### config.mk
export PLATFORM = sky130hd
export DESIGN_NAME = spi2dac_flat
export DESIGN_NICKNAME = d
export VERILOG_FILES = /design/src/rtl/spi2dac_if.sv /design/src/rtl/spi2dac.sv /design/src/flat_wrapper.sv
export SDC_FILE = /design/constraint.sdc
export NUM_CORES = 1
export LEC_CHECK = 0
export ABC_AREA = 1
export CAP_MARGIN = 25
export CORE_MARGIN = 2
export CORE_UTILIZATION = 55
export CTS_BUF_LIST = sky130_fd_sc_hd__clkbuf_4 sky130_fd_sc_hd__clkbuf_8
export DETAILED_ROUTE_END_ITERATION = 6
export PLACE_DENSITY_LB_ADDON = 0.08
export SYNTH_ARGS = -nofsm -noshare
export SYNTH_HDL_FRONTEND = slang
export SYNTH_SLANG_ARGS = --single-unit
### constraint.sdc
create_clock -name sysclk -period 1.9 [get_ports sysclk]
set_input_delay 0.19 -clock sysclk [delete_from_list [all_inputs] [get_ports sysclk]]
set_output_delay 0.19 -clock sysclk [all_outputs]
set_load 0.01 [all_outputs]
### src/rtl/spi2dac_if.sv
// -----------------------------------------------------------------------------
// spi2dac_if
//
// Sample hand-off between the echo/volume processor and the serial DAC back
// end. The processor drives one 10-bit offset-binary sample per load strobe
// and observes the transaction status returned by spi2dac.
//
// Signals
//   data_in [9:0]  processor -> DAC  offset-binary sample, valid with load
//   load           processor -> DAC  one-cycle sample strobe
//   busy           DAC -> processor  SPI transaction in progress
//   done           DAC -> processor  one-cycle pulse at end of transaction
//   overrun        DAC -> processor  one-cycle pulse, pending sample replaced
//
// Modports
//   master  processor side (drives data_in/load)
//   slave   spi2dac side (drives busy/done/overrun)
// -----------------------------------------------------------------------------
interface spi2dac_if;
    logic [9:0] data_in;
    logic       load;
    logic       busy;
    logic       done;
    logic       overrun;

    modport master (
        output data_in,
        output load,
        input  busy,
        input  done,
        input  overrun
    );

    modport slave (
        input  data_in,
        input  load,
        output busy,
        output done,
        output overrun
    );
endinterface

### src/rtl/spi2dac.sv
// -----------------------------------------------------------------------------
// spi2dac
//
// Serial DAC back end for the audio path. Each accepted 10-bit sample is sent
// to an MCP4911-class DAC as the 16-bit write command {CTRL, sample, 2'b00},
// MSB first, followed by an active-low LDAC pulse. A one-deep pending register
// absorbs a sample that arrives while a frame is still on the wire.
//
// Parameters
//   CLK_DIV  sysclk cycles per SPI half-period (>= 2); 25 -> 1 MHz SCK @ 50 MHz
//   CTRL     command bits [15:12] = {write, BUF, GA_n, SHDN_n}
//
// Ports
//   sysclk    in   system clock, rising edge
//   rst_n     in   asynchronous active-low reset
//   bus       if   spi2dac_if.slave (data_in, load, busy, done, overrun)
//   dac_cs_n  out  SPI chip select, active low
//   dac_sck   out  SPI clock, idle low; DAC samples SDI on the rising edge
//   dac_sdi   out  SPI data, MSB first
//   dac_ld_n  out  DAC latch strobe, active low
//
// Every output comes straight from a flop; nothing combinational reaches a pin.
// -----------------------------------------------------------------------------
module spi2dac #(
    parameter int         CLK_DIV = 25,
    parameter logic [3:0] CTRL    = 4'b0011
) (
    input  logic      sysclk,
    input  logic      rst_n,
    spi2dac_if.slave  bus,
    output logic      dac_cs_n,
    output logic      dac_sck,
    output logic      dac_sdi,
    output logic      dac_ld_n
);

    localparam int                DIV_W   = $clog2(CLK_DIV);
    localparam logic [DIV_W-1:0] DIV_MAX = DIV_W'(CLK_DIV - 1);

    typedef enum logic [2:0] {
        IDLE,
        CS_SETUP,
        SHIFT,
        CS_HOLD,
        LATCH
    } state_t;

    state_t           state_q;
    logic [DIV_W-1:0] div_q;
    logic             tick;

    logic [15:0]      shreg_q;
    logic [4:0]       bit_cnt_q;

    logic [9:0]       pend_q;
    logic             pend_v_q;

    logic             cs_n_q;
    logic             sck_q;
    logic             sdi_q;
    logic             ld_n_q;
    logic             busy_q;
    logic             done_q;
    logic             overrun_q;

    logic [15:0]      launch_word_d;

    // -------------------------------------------------------------------------
    // Half-period divider. Held at zero in IDLE so every phase of a frame
    // starts with a full CLK_DIV-cycle interval.
    // -------------------------------------------------------------------------
    assign tick = (state_q != IDLE) && (div_q == DIV_MAX);

    // NOTE: sequential state is assigned with <= so every flop samples the
    // pre-edge value of every other flop, independent of statement order.
    always_ff @(posedge sysclk or negedge rst_n) begin
        if (!rst_n) begin
            div_q <= '0;
        end else if (state_q == IDLE || tick) begin
            div_q <= '0;
        end else begin
            div_q <= div_q + DIV_W'(1);
        end
    end

    // -------------------------------------------------------------------------
    // Word to launch from IDLE: a waiting pending sample always goes first.
    // -------------------------------------------------------------------------
    // NOTE: the default assignment at the top keeps this block free of latches
    // whatever branch structure is added below it later.
    always_comb begin
        launch_word_d = {CTRL, bus.data_in, 2'b00};
        if (pend_v_q) begin
            launch_word_d = {CTRL, pend_q, 2'b00};
        end
    end

    // -------------------------------------------------------------------------
    // Pending sample buffer (depth 1).
    // A load is parked here whenever it cannot launch directly: while a frame
    // is in flight, or in the IDLE cycle that is itself launching the previous
    // pending sample. In the latter case the old value is leaving, so no
    // overrun is flagged.
    // -------------------------------------------------------------------------
    // NOTE: the pending data register has no reset; it is only ever read while
    // pend_v_q is set, and pend_v_q itself is reset.
    always_ff @(posedge sysclk) begin
        if (bus.load && (state_q != IDLE || pend_v_q)) begin
            pend_q <= bus.data_in;
        end
    end

    always_ff @(posedge sysclk or negedge rst_n) begin
        if (!rst_n) begin
            pend_v_q  <= 1'b0;
            overrun_q <= 1'b0;
        end else begin
            overrun_q <= 1'b0;
            if (state_q != IDLE) begin
                if (bus.load) begin
                    pend_v_q  <= 1'b1;
                    overrun_q <= pend_v_q;
                end
            end else if (pend_v_q) begin
                // Pending sample launches this cycle; a coincident load
                // refills the slot.
                pend_v_q <= bus.load;
            end
        end
    end

    // -------------------------------------------------------------------------
    // Transaction FSM with registered pin outputs.
    // Pin changes are scheduled on the transition into a state, so e.g.
    // dac_ld_n goes low on the same edge that dac_cs_n returns high.
    // -------------------------------------------------------------------------
    always_ff @(posedge sysclk or negedge rst_n) begin
        if (!rst_n) begin
            state_q   <= IDLE;
            shreg_q   <= '0;
            bit_cnt_q <= '0;
            cs_n_q    <= 1'b1;
            sck_q     <= 1'b0;
            sdi_q     <= 1'b0;
            ld_n_q    <= 1'b1;
            busy_q    <= 1'b0;
            done_q    <= 1'b0;
        end else begin
            done_q <= 1'b0;

            case (state_q)
                IDLE: begin
                    if (pend_v_q || bus.load) begin
                        shreg_q <= launch_word_d;
                        sdi_q   <= launch_word_d[15];
                        cs_n_q  <= 1'b0;
                        busy_q  <= 1'b1;
                        state_q <= CS_SETUP;
                    end
                end

                CS_SETUP: begin
                    if (tick) begin
                        bit_cnt_q <= 5'd16;
                        sck_q     <= 1'b0;
                        state_q   <= SHIFT;
                    end
                end

                SHIFT: begin
                    if (tick) begin
                        sck_q <= ~sck_q;
                        // Data only moves on the falling toggle, giving a full
                        // half-period of setup and hold around each rise.
                        if (sck_q) begin
                            shreg_q   <= {shreg_q[14:0], 1'b0};
                            sdi_q     <= shreg_q[14];
                            bit_cnt_q <= bit_cnt_q - 5'd1;
                            if (bit_cnt_q == 5'd1) begin
                                state_q <= CS_HOLD;
                            end
                        end
                    end
                end

                CS_HOLD: begin
                    if (tick) begin
                        cs_n_q  <= 1'b1;
                        ld_n_q  <= 1'b0;
                        state_q <= LATCH;
                    end
                end

                LATCH: begin
                    if (tick) begin
                        ld_n_q  <= 1'b1;
                        done_q  <= 1'b1;
                        busy_q  <= 1'b0;
                        state_q <= IDLE;
                    end
                end

                default: begin
                    state_q <= IDLE;
                end
            endcase
        end
    end

    assign dac_cs_n    = cs_n_q;
    assign dac_sck     = sck_q;
    assign dac_sdi     = sdi_q;
    assign dac_ld_n    = ld_n_q;
    assign bus.busy    = busy_q;
    assign bus.done    = done_q;
    assign bus.overrun = overrun_q;

endmodule

### src/flat_wrapper.sv
// flat-port wrapper written by rule: the top's interface ports become plain ports
module spi2dac_flat 
#(
    parameter int         CLK_DIV = 25,
    parameter logic [3:0] CTRL    = 4'b0011
)
  (sysclk, rst_n, dac_cs_n, dac_sck, dac_sdi, dac_ld_n, bus_data_in, bus_load, bus_busy, bus_done, bus_overrun);
  spi2dac_if bus_i ();
  input  logic sysclk;
  input  logic rst_n;
  output logic dac_cs_n;
  output logic dac_sck;
  output logic dac_sdi;
  output logic dac_ld_n;
  input wire logic [$bits(bus_i.data_in)-1:0] bus_data_in;
  input wire logic [$bits(bus_i.load)-1:0] bus_load;
  output wire logic [$bits(bus_i.busy)-1:0] bus_busy;
  output wire logic [$bits(bus_i.done)-1:0] bus_done;
  output wire logic [$bits(bus_i.overrun)-1:0] bus_overrun;
  assign bus_i.data_in = bus_data_in;
  assign bus_i.load = bus_load;
  assign bus_busy = bus_i.busy;
  assign bus_done = bus_i.done;
  assign bus_overrun = bus_i.overrun;
  spi2dac #(.CLK_DIV(CLK_DIV), .CTRL(CTRL)) u_core (.sysclk(sysclk), .rst_n(rst_n), .bus(bus_i), .dac_cs_n(dac_cs_n), .dac_sck(dac_sck), .dac_sdi(dac_sdi), .dac_ld_n(dac_ld_n));
endmodule
==> key figures <==
STA
  • Period utilization: 83.0%
  • RSZ-0062 raised after global routing: no
  • Clock period minus worst slack: 1.58 ns
  • Fmax: 634 MHz
  • Final setup viols: 0
  • Max transition margin: 68.9%
  • Setup TNS: 0 ns
  • Clk_skew: 0.00942 ns
  • Pins Over Slew Limit: 0
  • Worst-margin pin slew: 0.465 ns
  • Final Hold Vio Count: 0

Routing
  • Max Used Layer: met4
  • Drc violations: 0
  • 1st-iter DRT viols: 76
  • DR pass1 iterations: 4
  • Met3 WL: 150 um
  • Via count: 1,511
  • Wire length on met2: 1.61 mm
  • Wl on met1: 1.85 mm
  • WL final: 3.64 mm
  • Post-route ant nets: 0
  • Wire per inst: 11.9 um
  • Average vias per placed instance: 4.94

Hold path
  • HP Class: in -> async

Clock network
  • H-tree levels: 2
  • Clk root buf: clkbuf_8
  • Sinks on Clock Net: 44
  • CTS Hold Bufs: 0
  • Post-CTS Setup Bufs: 0
  • CTS tree: built
  • TritonCTS Buffers: 5
  • PostCTS Resize Cnt: 0
  • CTS max path bufs: 2
  • Clk Latency, worst-skew pair: 0.30 ns
  • Worst-path clk slew: 0.09 ns

Synthesis
  • FF+latch count, synth: 44
  • Fraction of registers with async set/reset: 77.3%
  • Synthesized area: 2120 sq um
  • Post-Syn Nets: 252
  • Library cells used by synthesis: 29
  • Top cells by area, synth: dfrtp_1, edfxtp_1, nand2_1
  • Synth top area share: 37.8%
  • Synth Warn #: 0
  • Mapped Cells: 235
  • Sequential area share after synthesis: 54.5%
  • Synth Area per Inst: 9.01 sq um
  • Area leader, netlist: dfrtp_1
  • Primary FF master, synth: dfrtp_1
  • Post-synth EDFFs: 10

Layout
  • Area Growth Syn to Fin: 16.1%
  • Commonest non-fill, non-tap cell in the layout: nand2_1
  • Antenna Cells: 0
  • Most frequent cells in the layout: nand2_1, dfrtp_1, inv_1, nor2_1, clkdlybuf4s50_1
  • Layout cells sized above 1: 10.9%
  • Final Util: 66.7%
  • Nets@finish: 274

Floorplanning
  • Num ports: 20
  • FP Rows: 22
  • Die height: 66.0 um
  • Placeable Area: 3690 sq um
  • Die ar.: 4360 sq um
  • Starting Density: 57.4%
  • Die Span X: 66.0 um

GRT
  • Vias in the first global route: 1,421
  • GRT Total Usage: 19.2%
  • Initial antenna violation count: 0
  • First-pass GRT wire length: 6.27 mm
  • Gr ovfl total: 0
  • Largest net degree at the start of global routing: 35

Setup path
  • Top delay family on crit path: simple AND/OR/NAND/NOR gates
  • Critical Path AT: 1.80 ns
  • CP required: 2.12 ns
  • Slowest stage cell on the critical path: dfrtp_1
  • Crit end category: flip-flop
  • Register-to-Register Path Depth: 8
  • CP bufs+invs: 1
  • Worst setup SP type: flip-flop
  • CP cell instances: inv_1, ha_1, nand2_1, nor2_4, nand3_4, nand2_4, nor2_1, a21oi_1
  • CP Class: reg -> reg
  • Crit-path max cell delay: 0.42 ns
  • Levels on crit path: 8
  • Crit Path Max Fanout: 25

Outcome
  • Status: finished, final reports clean

Power and ir drop
  • Static Leak: 0.00115 uW
  • Worst vdd ir: 889 uV
  • PD cells: 1390 nW/um^2

Place
  • IO buf count: 19
  • HPWL Detailed: 2.47 mm
  • Gpl congestion: 0.844

Job
  • Max-cap check violation count: 0
-- worst paths after layout --
kind                                  from                  to  slack, ns
min                                  rst_n  u_core.shreg_q[14]       0.29
min reg2reg                u_core.dac_ld_n     u_core.dac_ld_n       0.46
max                        u_core.div_q[0]  u_core.shreg_q[13]       0.32
max in group asynchronous            rst_n     u_core.dac_cs_n       1.28
min in group sysclk        u_core.dac_ld_n     u_core.dac_ld_n       0.46
max reg2reg                u_core.div_q[0]  u_core.shreg_q[13]       0.32
-- cell families (layout without fill, tap and decap cells) --
group	Yosys count	count (layout)	share of synthesized area (%)
DFF	44	44	54.5
and+or+nand+nor	103	103	22.5
AOI/OAI and AO/OA	38	38	10.2
adders and majority gates	4	4	2.36
muxes	1	1	0.532
xor gates and xnor gates	4	4	1.66
buffers and inverters	41	64	8.27
-- per-stage QoR --
step / area (sq um) / setup slack [ns] / power (uW) / hold WS, ns / std cells
after detailed placement: 2340 / 0.342 / 2720 / 0.458 / 298
after CTS: 2460 / 0.313 / 3460 / 0.301 / 306
after global routing: 2460 / 0.152 / 3720 / 0.323 / 306
after global placement: 2340 / 0.350 / 2690 / 0.453 / 298
after floorplan: 2120 / 0.522 / 2470 / -0.106 / 235
final: 2460 / 0.323 / 3420 / 0.291 / 306
-- registers in the layout, indices dropped and copies added (netlist names) --
signal,cells
u_core.bus.busy,1
u_core.pend_q,10
u_core.dac_sck,1
u_core.bit_cnt_q,5
u_core.dac_ld_n,1
u_core.dac_cs_n,1
u_core.div_q,5
u_core.shreg_q,13
u_core.dac_sdi,1
u_core.bus.overrun,1
u_core.pend_v_q,1
u_core.bus.done,1
u_core.state_q,3
-- power breakdown --
part | internal, uW | switching, uW
Combinational | 466 | 827
Clock | 396 | 328
Sequential | 1250 | 149
Total | 2110 | 1310
-- cells in the mapped netlist, types with 2 or more instances --
library cell / count
nand2_1: 53
dfrtp_1: 32
inv_1: 30
nor2_1: 20
nand3_1: 17
o21ai_0: 12
o21ai_1: 11
edfxtp_1: 10
o211ai_1: 9
a21oi_1: 4
ha_1: 4
inv_2: 4
clkbuf_1: 3
nand2_4: 3
nand4_1: 3
xor2_1: 3
buf_6: 2
dfstp_2: 2
nor2_4: 2
or2_2: 2
-- routing by layer --
metal / global-route usage (%) / vias up
met4: 6.63 / 0
met1: 25.9 / 679
met5: 0 / -
li1: - / 806
met3: 5.96 / 2
met2: 29.4 / 24
-- worst register-to-register path, delay by kind of cell (launching register included) --
family	cells	cell delay (ns)
simple gates	5	0.77
flops	1	0.42
fa+ha+maj	1	0.13
compound gates	1	0.12
buf+inv	1	0.07
-- layout make-up --
class                   count  area (sq um)
clock buffers               5          68.8
clock inverters             3          46.3
fillers                   323          1230
inverters                  35           136
multi-input cells         150           788
flip-flops and latches     44          1150
well taps                  48          60.1
repair buffers             21           205
Power figures use the tool's default switching activity.
